## src/rtl/aimc_lib.sv

```systemverilog
// Shared AIMC types: packet metadata, command encoding and issue-queue defaults.
package aimc_lib;

    typedef struct packed {
        logic [3:0] bank;
        logic [1:0] rank;
        logic [7:0] tag;
    } pkt_meta_t;

    typedef enum logic [2:0] {
        NOP1 = 3'd0,
        ACT  = 3'd1,
        RD   = 3'd2,
        WR   = 3'd3,
        PRE  = 3'd4,
        REF  = 3'd5,
        NOP2 = 3'd6,
        MRS  = 3'd7
    } cmd_t;

    localparam int unsigned CIQ_DEPTH_DFLT = 8;
    localparam int unsigned CIQ_GAP_DFLT   = 2;

    typedef struct packed {
        pkt_meta_t pkt;
        cmd_t      cmd;
    } ciq_entry_t;

    // A zero gap still needs a 1-bit counter.
    function automatic int unsigned ciq_gap_width(int unsigned gap);
        return (gap == 0) ? 1 : $clog2(gap + 1);
    endfunction

endpackage

```

## src/rtl/cmd_issue_queue_fifo.sv

```systemverilog
// Synchronous packet/command storage for cmd_issue_queue; contents flush on reset.
module cmd_fifo
    import aimc_lib::*;
#(
    parameter int unsigned DEPTH = CIQ_DEPTH_DFLT
) (
    input  logic                   clk,
    input  logic                   rst,
    input  logic                   wr_en,
    input  ciq_entry_t             wr_data,
    input  logic                   rd_en,
    output ciq_entry_t             rd_data,
    output logic [$clog2(DEPTH):0] count
);

    localparam int unsigned PW = $clog2(DEPTH);
    localparam int unsigned CW = PW + 1;

    ciq_entry_t    mem_q [DEPTH];
    ciq_entry_t    mem_d [DEPTH];
    logic [PW-1:0] wr_ptr_q, wr_ptr_d;
    logic [PW-1:0] rd_ptr_q, rd_ptr_d;
    logic [CW-1:0] count_q, count_d;

    // Caller guarantees no write while full and no read while empty.
    always_comb begin
        mem_d    = mem_q;
        wr_ptr_d = wr_ptr_q;
        rd_ptr_d = rd_ptr_q;
        if (wr_en) begin
            mem_d[wr_ptr_q] = wr_data;
            wr_ptr_d        = wr_ptr_q + PW'(1);
        end
        if (rd_en) begin
            rd_ptr_d = rd_ptr_q + PW'(1);
        end
        count_d = count_q + CW'(wr_en) - CW'(rd_en);
    end

    always_ff @(posedge clk) begin
        if (!rst) begin
            mem_q    <= '{default: '0};
            wr_ptr_q <= '0;
            rd_ptr_q <= '0;
            count_q  <= '0;
        end else begin
            mem_q    <= mem_d;
            wr_ptr_q <= wr_ptr_d;
            rd_ptr_q <= rd_ptr_d;
            count_q  <= count_d;
        end
    end

    assign rd_data = mem_q[rd_ptr_q];
    assign count   = count_q;

endmodule

```

## src/rtl/cmd_issue_queue.sv

```systemverilog
// Issue queue between bank arbiter and command handler: filtering, backpressure, issue spacing.
// Optional statistics outputs are built when CIQ_STATS_EN is defined.
module cmd_issue_queue
    import aimc_lib::*;
#(
    parameter int unsigned DEPTH   = CIQ_DEPTH_DFLT,
    parameter int unsigned CMD_GAP = CIQ_GAP_DFLT
) (
    input  logic                   clk,
    input  logic                   rst,
    input  pkt_meta_t              bkarb_pkt,
    input  cmd_t                   bkarb_cmd,
    input  logic                   bkarb_pkt_valid,
    input  logic                   bkarb_pkt_ignore,
    output logic                   bkarb_en,
    output pkt_meta_t              issue_pkt,
    output cmd_t                   issue_cmd,
    output logic                   issue_valid,
    input  logic                   issue_rdy,
    output logic [$clog2(DEPTH):0] q_count,
    output logic                   q_ovf_err
`ifdef CIQ_STATS_EN
    ,
    output logic [31:0]            stat_issued,
    output logic [31:0]            stat_ignored,
    output logic [$clog2(DEPTH):0] stat_max_occ
`endif
);

    localparam int unsigned CW = $clog2(DEPTH) + 1;
    localparam int unsigned GW = ciq_gap_width(CMD_GAP);
    localparam logic [CW-1:0] FULL_CNT = CW'(DEPTH);
    localparam logic [CW:0]   EN_LIMIT = (CW + 1)'(DEPTH - 1);

    logic          push_req, push, pop, full, empty;
    logic [CW-1:0] count_q, count_next;
    ciq_entry_t    wr_entry, head;
    logic [GW-1:0] gap_q, gap_d;
    logic          en_q, en_d;
    logic          ovf_q, ovf_d;

    assign push_req    = bkarb_pkt_valid && !bkarb_pkt_ignore;
    assign full        = (count_q == FULL_CNT);
    assign empty       = (count_q == '0);
    assign issue_valid = !empty && (gap_q == '0);
    assign pop         = issue_valid && issue_rdy;
    // A full queue still takes a push when the head leaves in the same cycle.
    assign push        = push_req && (!full || pop);

    assign wr_entry.pkt = bkarb_pkt;
    assign wr_entry.cmd = bkarb_cmd;

    cmd_fifo #(
        .DEPTH (DEPTH)
    ) u_fifo (
        .clk     (clk),
        .rst     (rst),
        .wr_en   (push),
        .wr_data (wr_entry),
        .rd_en   (pop),
        .rd_data (head),
        .count   (count_q)
    );

    // Each outstanding enable may still turn into a push, so it holds a slot in reserve.
    always_comb begin
        count_next = count_q + CW'(push) - CW'(pop);
        en_d       = ({1'b0, count_next} + (CW + 1)'(en_q)) <= EN_LIMIT;
        ovf_d      = ovf_q || (push_req && full && !pop);
        gap_d      = gap_q;
        if (pop) begin
            gap_d = GW'(CMD_GAP);
        end else if (gap_q != '0) begin
            gap_d = gap_q - GW'(1);
        end
    end

    always_ff @(posedge clk) begin
        if (!rst) begin
            en_q  <= 1'b0;
            gap_q <= '0;
            ovf_q <= 1'b0;
        end else begin
            en_q  <= en_d;
            gap_q <= gap_d;
            ovf_q <= ovf_d;
        end
    end

    always_comb begin
        issue_cmd = NOP1;
        issue_pkt = '0;
        if (issue_valid) begin
            issue_cmd = head.cmd;
            issue_pkt = head.pkt;
        end
    end

    assign bkarb_en  = en_q;
    assign q_count   = count_q;
    assign q_ovf_err = ovf_q;

`ifdef CIQ_STATS_EN
    logic [31:0]   issued_q, issued_d;
    logic [31:0]   ignored_q, ignored_d;
    logic [CW-1:0] max_occ_q, max_occ_d;

    always_comb begin
        issued_d  = issued_q;
        ignored_d = ignored_q;
        max_occ_d = max_occ_q;
        if (pop && (issued_q != '1)) begin
            issued_d = issued_q + 32'd1;
        end
        if (bkarb_pkt_valid && bkarb_pkt_ignore && (ignored_q != '1)) begin
            ignored_d = ignored_q + 32'd1;
        end
        if (count_next > max_occ_q) begin
            max_occ_d = count_next;
        end
    end

    always_ff @(posedge clk) begin
        if (!rst) begin
            issued_q  <= '0;
            ignored_q <= '0;
            max_occ_q <= '0;
        end else begin
            issued_q  <= issued_d;
            ignored_q <= ignored_d;
            max_occ_q <= max_occ_d;
        end
    end

    assign stat_issued  = issued_q;
    assign stat_ignored = ignored_q;
    assign stat_max_occ = max_occ_q;
`endif

endmodule

```

## config.mk

```make
export PLATFORM = sky130hd
export DESIGN_NAME = cmd_issue_queue
export DESIGN_NICKNAME = d
export VERILOG_FILES = /design/src/rtl/aimc_lib.sv /design/src/rtl/cmd_issue_queue_fifo.sv /design/src/rtl/cmd_issue_queue.sv
export SDC_FILE = /design/constraint.sdc
export NUM_CORES = 1
export LEC_CHECK = 0
export CORE_MARGIN = 8
export CORE_UTILIZATION = 59
export CTS_CLUSTER_DIAMETER = 30
export DETAILED_ROUTE_END_ITERATION = 10
export PLACE_DENSITY = 0.8
export SLEW_MARGIN = 10
export SYNTH_ARGS = -nofsm -noshare
export SYNTH_HDL_FRONTEND = slang
export SYNTH_SLANG_ARGS = --single-unit
```

## constraint.sdc

```tcl
create_clock -name clk -period 3.5 [get_ports clk]
set_input_delay 0.875 -clock clk [delete_from_list [all_inputs] [get_ports clk]]
set_output_delay 0.875 -clock clk [all_outputs]
set_load 0.02 [all_outputs]
```

==> impl_metrics.csv, run 1 <==
group,metric,value,unit
place,gp_congestion,0.7910,
worst_hold_path,min_from,"u_fifo.mem_q[17]",
synthesis,yosysWarnings,0,
critical_path,r2r-end,"bkarb_en",
worst_hold_path,worstHoldEndpoint,"u_fifo.mem_q[17]",
critical_path,critPathArrivalTime,2510,ps
timing,finalCritPeriodShare,0.9684,
clock_network,cts_buffer_depth,2,
critical_path,max_stage_delay,540,ps
worst_hold_path,min_path_type,"reg -> reg",
synthesis,ys.flop_type,"dfxtp_1",
grt,grt_overflow,0,
grt,grt_max_degree,75,
route,initialDrtViolationCount,418,
worst_hold_path,worstHoldPathCells,2,
synthesis,synthArstFlopShare,0,
layout,final_core_util,0.7088,
synthesis,yosysSeqAreaShare,0.4478,
clock_network,path_clk_slew,60,ps
route,routed_wl,15.82,mm
die,io_pins,46,
grt,grt_pass1_vias,5193,
critical_path,reg2reg_from,"u_fifo.count[2]",
critical_path,crit_slowest_cell,"clkdlybuf4s50_1",
critical_path,worstPathMaxFanout,7,
route,wl_per_cell,19.16,um
layout,drive_above_1_share,0.1449,
timing,setup_viol,0,
critical_path,r2r_cells,12,
clock_network,cts.sinks,150,
clock_network,clk_latency,410,ps
timing,finalSetupTns,0,ps
timing,fmax,0.2950,GHz
die,rows,39,
synthesis,synth_edf_count,0,
pwr,peakVddDrop,0.4631,mV
grt,grtUsageTotal,0.2232,
clock_network,hold_buffers,0,
route,drc,0,
status,status,"completed",
grt,antenna_found_initial,0,
timing,hold_violations,0,
timing,period_minus_slack,3389,ps
route,firstDrtPassIters,5,
critical_path,worstSetupPathType,"reg -> out",
die,die_y,122.6,um
pwr,power_density,606.1,nW/um^2
run,drv_cap,0,
clock_network,cts-root-buf,"clkbuf_16",
critical_path,crit_chain,"inv_1 -> ha_1 -> or3b_2 -> nand2_2 -> buf_4 -> nor2_1 -> clkdlybuf4s50_1",
grt,grt_pass1_wl,26.09,mm
route,viasPerCell,5.809,
timing,max_slew.worst_pin.slew,744.9,ps
clock_network,htreeDepth,4,
synthesis,syn_nets,661,
timing,finClkSkew,8.778,ps
critical_path,r2r_slack,600,ps
layout,diodes,0,
critical_path,cp.required,2620,ps
die,dieArea,15030,um^2
critical_path,startpoint_type,"flop",
clock_network,cts_tree,"done",
layout,fin_nets,702,
clock_network,post_cts_buffers,0,
die,die_w,122.6,um
critical_path,setup.worst_path.end_class,"output port",
synthesis,ys_ff_latch,150,
layout,final_cells,826,
synthesis,synth.avg_cell_area,10.66,um^2
clock_network,numCtsBuffers,17,
layout,syn_to_final_growth,19.14,%
route,vias,4798,
die,start_util,0.5950,
place,numPortBuffers,45,
pwr,leakage,3.318,nW
timing,finalMaxSlewViolations,0,
timing,max-slew-margin-rel,0.5034,
place,dp_hpwl,9.803,mm
timing,hold_slack,457.8,ps
synthesis,netlist_instances,629,
route,detail-route-antenna-nets,0,
synthesis,synthDistinctLibCells,36,
die,core_region_area,11270,um^2
place,placed_cells,794,
synthesis,mappedNetlistArea,6706,um^2
==> state kept, by name (all words and copies together), names as in the netlist <==
signal and cells:
u_fifo.count 4, u_fifo.rd_ptr_q 3, u_fifo.mem_q 136, q_ovf_err 1, bkarb_en 1, gap_q 2, u_fifo.wr_ptr_q 3
==> cells in the mapped netlist, types with 2 or more instances <==
master,number,area share
nand2_1,159,0.089
mux2i_1,154,0.23
dfxtp_1,150,0.45
mux4_2,34,0.11
clkbuf_1,25,0.014
nor2_1,25,0.014
ha_1,9,0.017
a21oi_1,7,0.0052
buf_2,7,0.0052
buf_4,6,0.0067
inv_1,6,0.0034
buf_6,5,0.0084
nand3_1,5,0.0037
o21ai_0,4,0.0030
and2_1,3,0.0028
or3_1,3,0.0028
xor2_1,3,0.0039
buf_1,2,0.0011
nand2b_1,2,0.0019
nand4_1,2,0.0019
nor4_1,2,0.0019
or4_1,2,0.0022
==> repair_timing <==
| item | 4_1_cts | 5_1_grt |
|---|---|---|
| gates resized for setup | 1 | 9 |
| setup endpoints to repair | 8 | 12 |
| endpoints found under the hold margin | 0 | 0 |
==> through the flow <==
step                      instance area [um^2]  power [mW]  setup WS [ps]
after detailed placement                  7356       3.007          84.58
after global routing                      7990       5.037         -8.385
after CTS                                 7968       4.860          27.61
after global placement                    7356       2.982          149.9
final                                     7990       4.843          110.6
after floorplan                           6706       2.605          602.1
==> critical path: cells and delay by family, from the launching register on <==
kind | cells | cell delay, ps
fa+ha+maj | 1 | 210
flops | 1 | 300
simple gates | 3 | 750
buf+inv | 3 | 840
==> report_power, final <==
part	switching [mW]	total [mW]	internal, mW
logic	0.605	1.12	0.517
registers	0.0788	1.86	1.78
clock network	0.706	1.86	1.16
==> worst max-delay path by stage <==
stage,start,end,slack [ps],cells after the start
3_5_place_dp,issue_rdy,bkarb_en,80,9
6_report,u_fifo.count[2],issue_pkt[7],110,7
3_3_place_gp,issue_rdy,bkarb_en,150,9
2_1_floorplan,issue_rdy,bkarb_en,600,9
4_1_cts,u_fifo.rd_ptr_q[0],issue_pkt[0],30,5
5_1_grt,u_fifo.count[2],issue_valid,-8,7
==> layout by cell type (no fill, tap or decap), types with 4 or more instances in the layout <==
cell type / netlist / final
mux4_2: 34 / 34
dlymetal6s2s_1: 0 / 8
dfxtp_1: 150 / 149
buf_4: 6 / 17
ha_1: 9 / 9
o21ai_0: 4 / 4
mux2i_1: 154 / 154
a21oi_1: 7 / 7
nor2_1: 25 / 25
clkdlybuf4s50_1: 0 / 36
clkbuf_16: 0 / 17
nand3_1: 5 / 5
buf_12: 0 / 6
clkinvlp_4: 0 / 4
nand2_1: 159 / 158
inv_1: 6 / 6
==> layer usage <==
layer	part of all wire	up-vias	GRT usage	routed length (um)
met1	0.42	2416	0.2724	6721
li1	-	2261	-	-
met5	0	-	0	0
met4	0.014	0	0.08149	225
met3	0.048	23	0.04922	766
met2	0.51	98	0.3806	8111
==> cell families after synthesis <==
kind of cell / Yosys count / share of synthesized area
compound gates: 15 / 0.01437
flops: 150 / 0.4478
fa+ha+maj: 10 / 0.01978
mux: 188 / 0.3440
simple gates: 212 / 0.1313
buf+inv: 51 / 0.03880
xor+xnor: 3 / 0.003919
==> cell type report <==
| class | instances | area [um^2] |
|---|---|---|
| Tap cell | 143 | 178.9 |
| Fill cell | 781 | 3282 |
| Clock inverter | 12 | 152.6 |
| Sequential cell | 150 | 3007 |
| Inverter | 6 | 22.52 |
| Clock buffer | 20 | 456.7 |
| Timing Repair Buffer | 67 | 708.2 |
| Multi-Input combinational cell | 428 | 3465 |
Note: power is estimated with default switching activity, not from simulation.
==> run 2, diff against run 1 <==
--- a/config.mk
+++ b/config.mk
@@ -5,7 +5,7 @@
 export SDC_FILE = /design/constraint.sdc
 export NUM_CORES = 1
 export LEC_CHECK = 0
-export CORE_MARGIN = 8
+export CORE_MARGIN = 2
 export CORE_UTILIZATION = 59
 export CTS_CLUSTER_DIAMETER = 30
 export DETAILED_ROUTE_END_ITERATION = 10
==> impl_metrics.csv, run 2 (synthesis results as in run 1) <==
group,metric,value,unit
status,status,"completed",
grt,grt_pass1_wl,25.19,mm
grt,antenna_found_initial,0,
critical_path,max_stage_delay,560,ps
pwr,p_total,4.923,mW
timing,period_minus_slack,3368,ps
critical_path,crit_slowest_cell,"clkdlybuf4s50_1",
route,drc,0,
critical_path,cp.depth,7,
clock_network,htreeDepth,4,
route,vias,4808,
pwr,peakVddDrop,0.5923,mV
layout,final_cells,823,
layout,top_register,"u_fifo.mem_q",
place,placed_area,7315,um^2
grt,grt_max_degree,76,
worst_hold_path,min_path_type,"reg -> reg",
grt,grtUsageTotal,0.2590,
layout,fin_nets,702,
grt,grt_overflow,0,
critical_path,crit_start,"u_fifo.count[2]",
critical_path,r2r_cells,12,
place,gp_congestion,0.7932,
die,start_util,0.6106,
grt,grt_pass1_vias,5008,
pwr,power_density,617.9,nW/um^2
clock_network,path_clk_slew,60,ps
timing,hold_violations,0,
clock_network,cts-root-buf,"clkbuf_16",
route,routed_wl,15.22,mm
die,dieArea,12240,um^2
layout,drive_above_1_share,0.1420,
clock_network,cts.sinks,150,
critical_path,endpoint,"issue_pkt[4]",
die,die_w,110.6,um
route,viasPerCell,5.842,
clock_network,cts_buffer_depth,2,
timing,max-slew-margin-rel,0.4940,
die,io_pins,46,
timing,fmax,0.2969,GHz
critical_path,worstPathMaxFanout,18,
die,die_y,110.6,um
critical_path,reg2reg_from,"u_fifo.count[2]",
route,firstDrtPassIters,5,
place,numPortBuffers,45,
layout,final_common_cell,"nand2_1",
timing,finClkSkew,9.482,ps
pwr,leakage,3.209,nW
critical_path,r2r_slack,490,ps
critical_path,cp.required,2620,ps
timing,finalCritPeriodShare,0.9623,
route,initialDrtViolationCount,318,
layout,diodes,0,
critical_path,crit_chain,"inv_1 -> ha_1 -> or3b_2 -> nand2_1 -> buf_6 -> nor2_1 -> clkdlybuf4s50_1",
clock_network,cts_tree,"done",
layout,syn_to_final_growth,18.81,%
critical_path,crit_family,"buffers and inverters",
run,drv_cap,0,
critical_path,critPathBufInv,3,
timing,setup_viol,0,
timing,finalMaxSlewViolations,0,
die,core_region_area,10980,um^2
route,wl_per_cell,18.49,um
timing,rsz0062_at_grt,"false",
place,dp_hpwl,9.592,mm
route,detail-route-antenna-nets,0,
critical_path,critPathArrivalTime,2490,ps
critical_path,setup.worst_path.end_class,"output port",
critical_path,r2r-end,"bkarb_en",
clock_network,clk_latency,420,ps
critical_path,startpoint_type,"flop",
layout,fin_area,7968,um^2
die,rows,38,
layout,largest_reg_flops,136,
timing,finalSetupTns,0,ps
critical_path,worstSetupPathType,"reg -> out",
layout,final_cell_mix,"nand2_1 (159), mux2i_1 (154), dfxtp_1 (149)",
timing,max_slew.worst_pin.slew,759.0,ps
place,placed_cells,791,
clock_network,numCtsBuffers,17,
clock_network,hold_buffers,0,
[run 2: how the worst min path moves through the flow]
stage	startpoint	end	slack, ps	cells after the start
floorplan	u_fifo.mem_q[17]	u_fifo.mem_q[17]	430	2
global placement	u_fifo.mem_q[64]	u_fifo.mem_q[64]	440	2
detailed placement	u_fifo.mem_q[53]	u_fifo.mem_q[53]	450	2
CTS	u_fifo.mem_q[77]	u_fifo.mem_q[77]	460	2
global route	u_fifo.mem_q[134]	u_fifo.mem_q[134]	470	2
finish	u_fifo.mem_q[6]	u_fifo.mem_q[6]	460	2
[run 2: tightest hold or removal path: stages, from the launching register on]
cell and delay (ps):
dfxtp_1 300, nand2_1 50, mux2i_1 50
[run 2: what timing repair did]
item,4_1_cts,5_1_grt
setup endpoints to repair,0,12
buffers inserted,0,0
resized for setup,0,3
[run 2: per-stage QoR]
step | utilization | setup WS (ps) | hold slack [ps]
finish | 0.7255 | 132.1 | 456.7
floorplan | - | 602.1 | 431.5
detailed placement | 0.6660 | 64.28 | 447.8
CTS | 0.7247 | 54.04 | 458.0
global route | 0.7255 | 17.40 | 474.0
global placement | 0.6660 | 161.6 | 438.3
[run 2: power breakdown]
group	switching (mW)	leakage (nW)	internal [mW]
Sequential	0.0697	1.21	1.78
Combinational	0.611	1.68	0.504
Clock	0.675	0.316	1.28
[run 2: layout make-up]
cell class | instances | area, um^2
multi-input cells | 428 | 3462
fillers | 754 | 3015
flip-flops and latches | 150 | 3007
repair buffers | 67 | 656.9
clock buffers | 24 | 501.7
well taps | 140 | 175.2
clock inverters | 8 | 142.6
inverters | 6 | 22.52
[run 2: per-layer routing]
metal,part of all wire,vias up,GRT usage
li1,-,2270,-
met1,0.44,2409,0.3287
met3,0.040,28,0.05818
met5,0,-,0
met2,0.50,101,0.4339
met4,0.019,0,0.09583
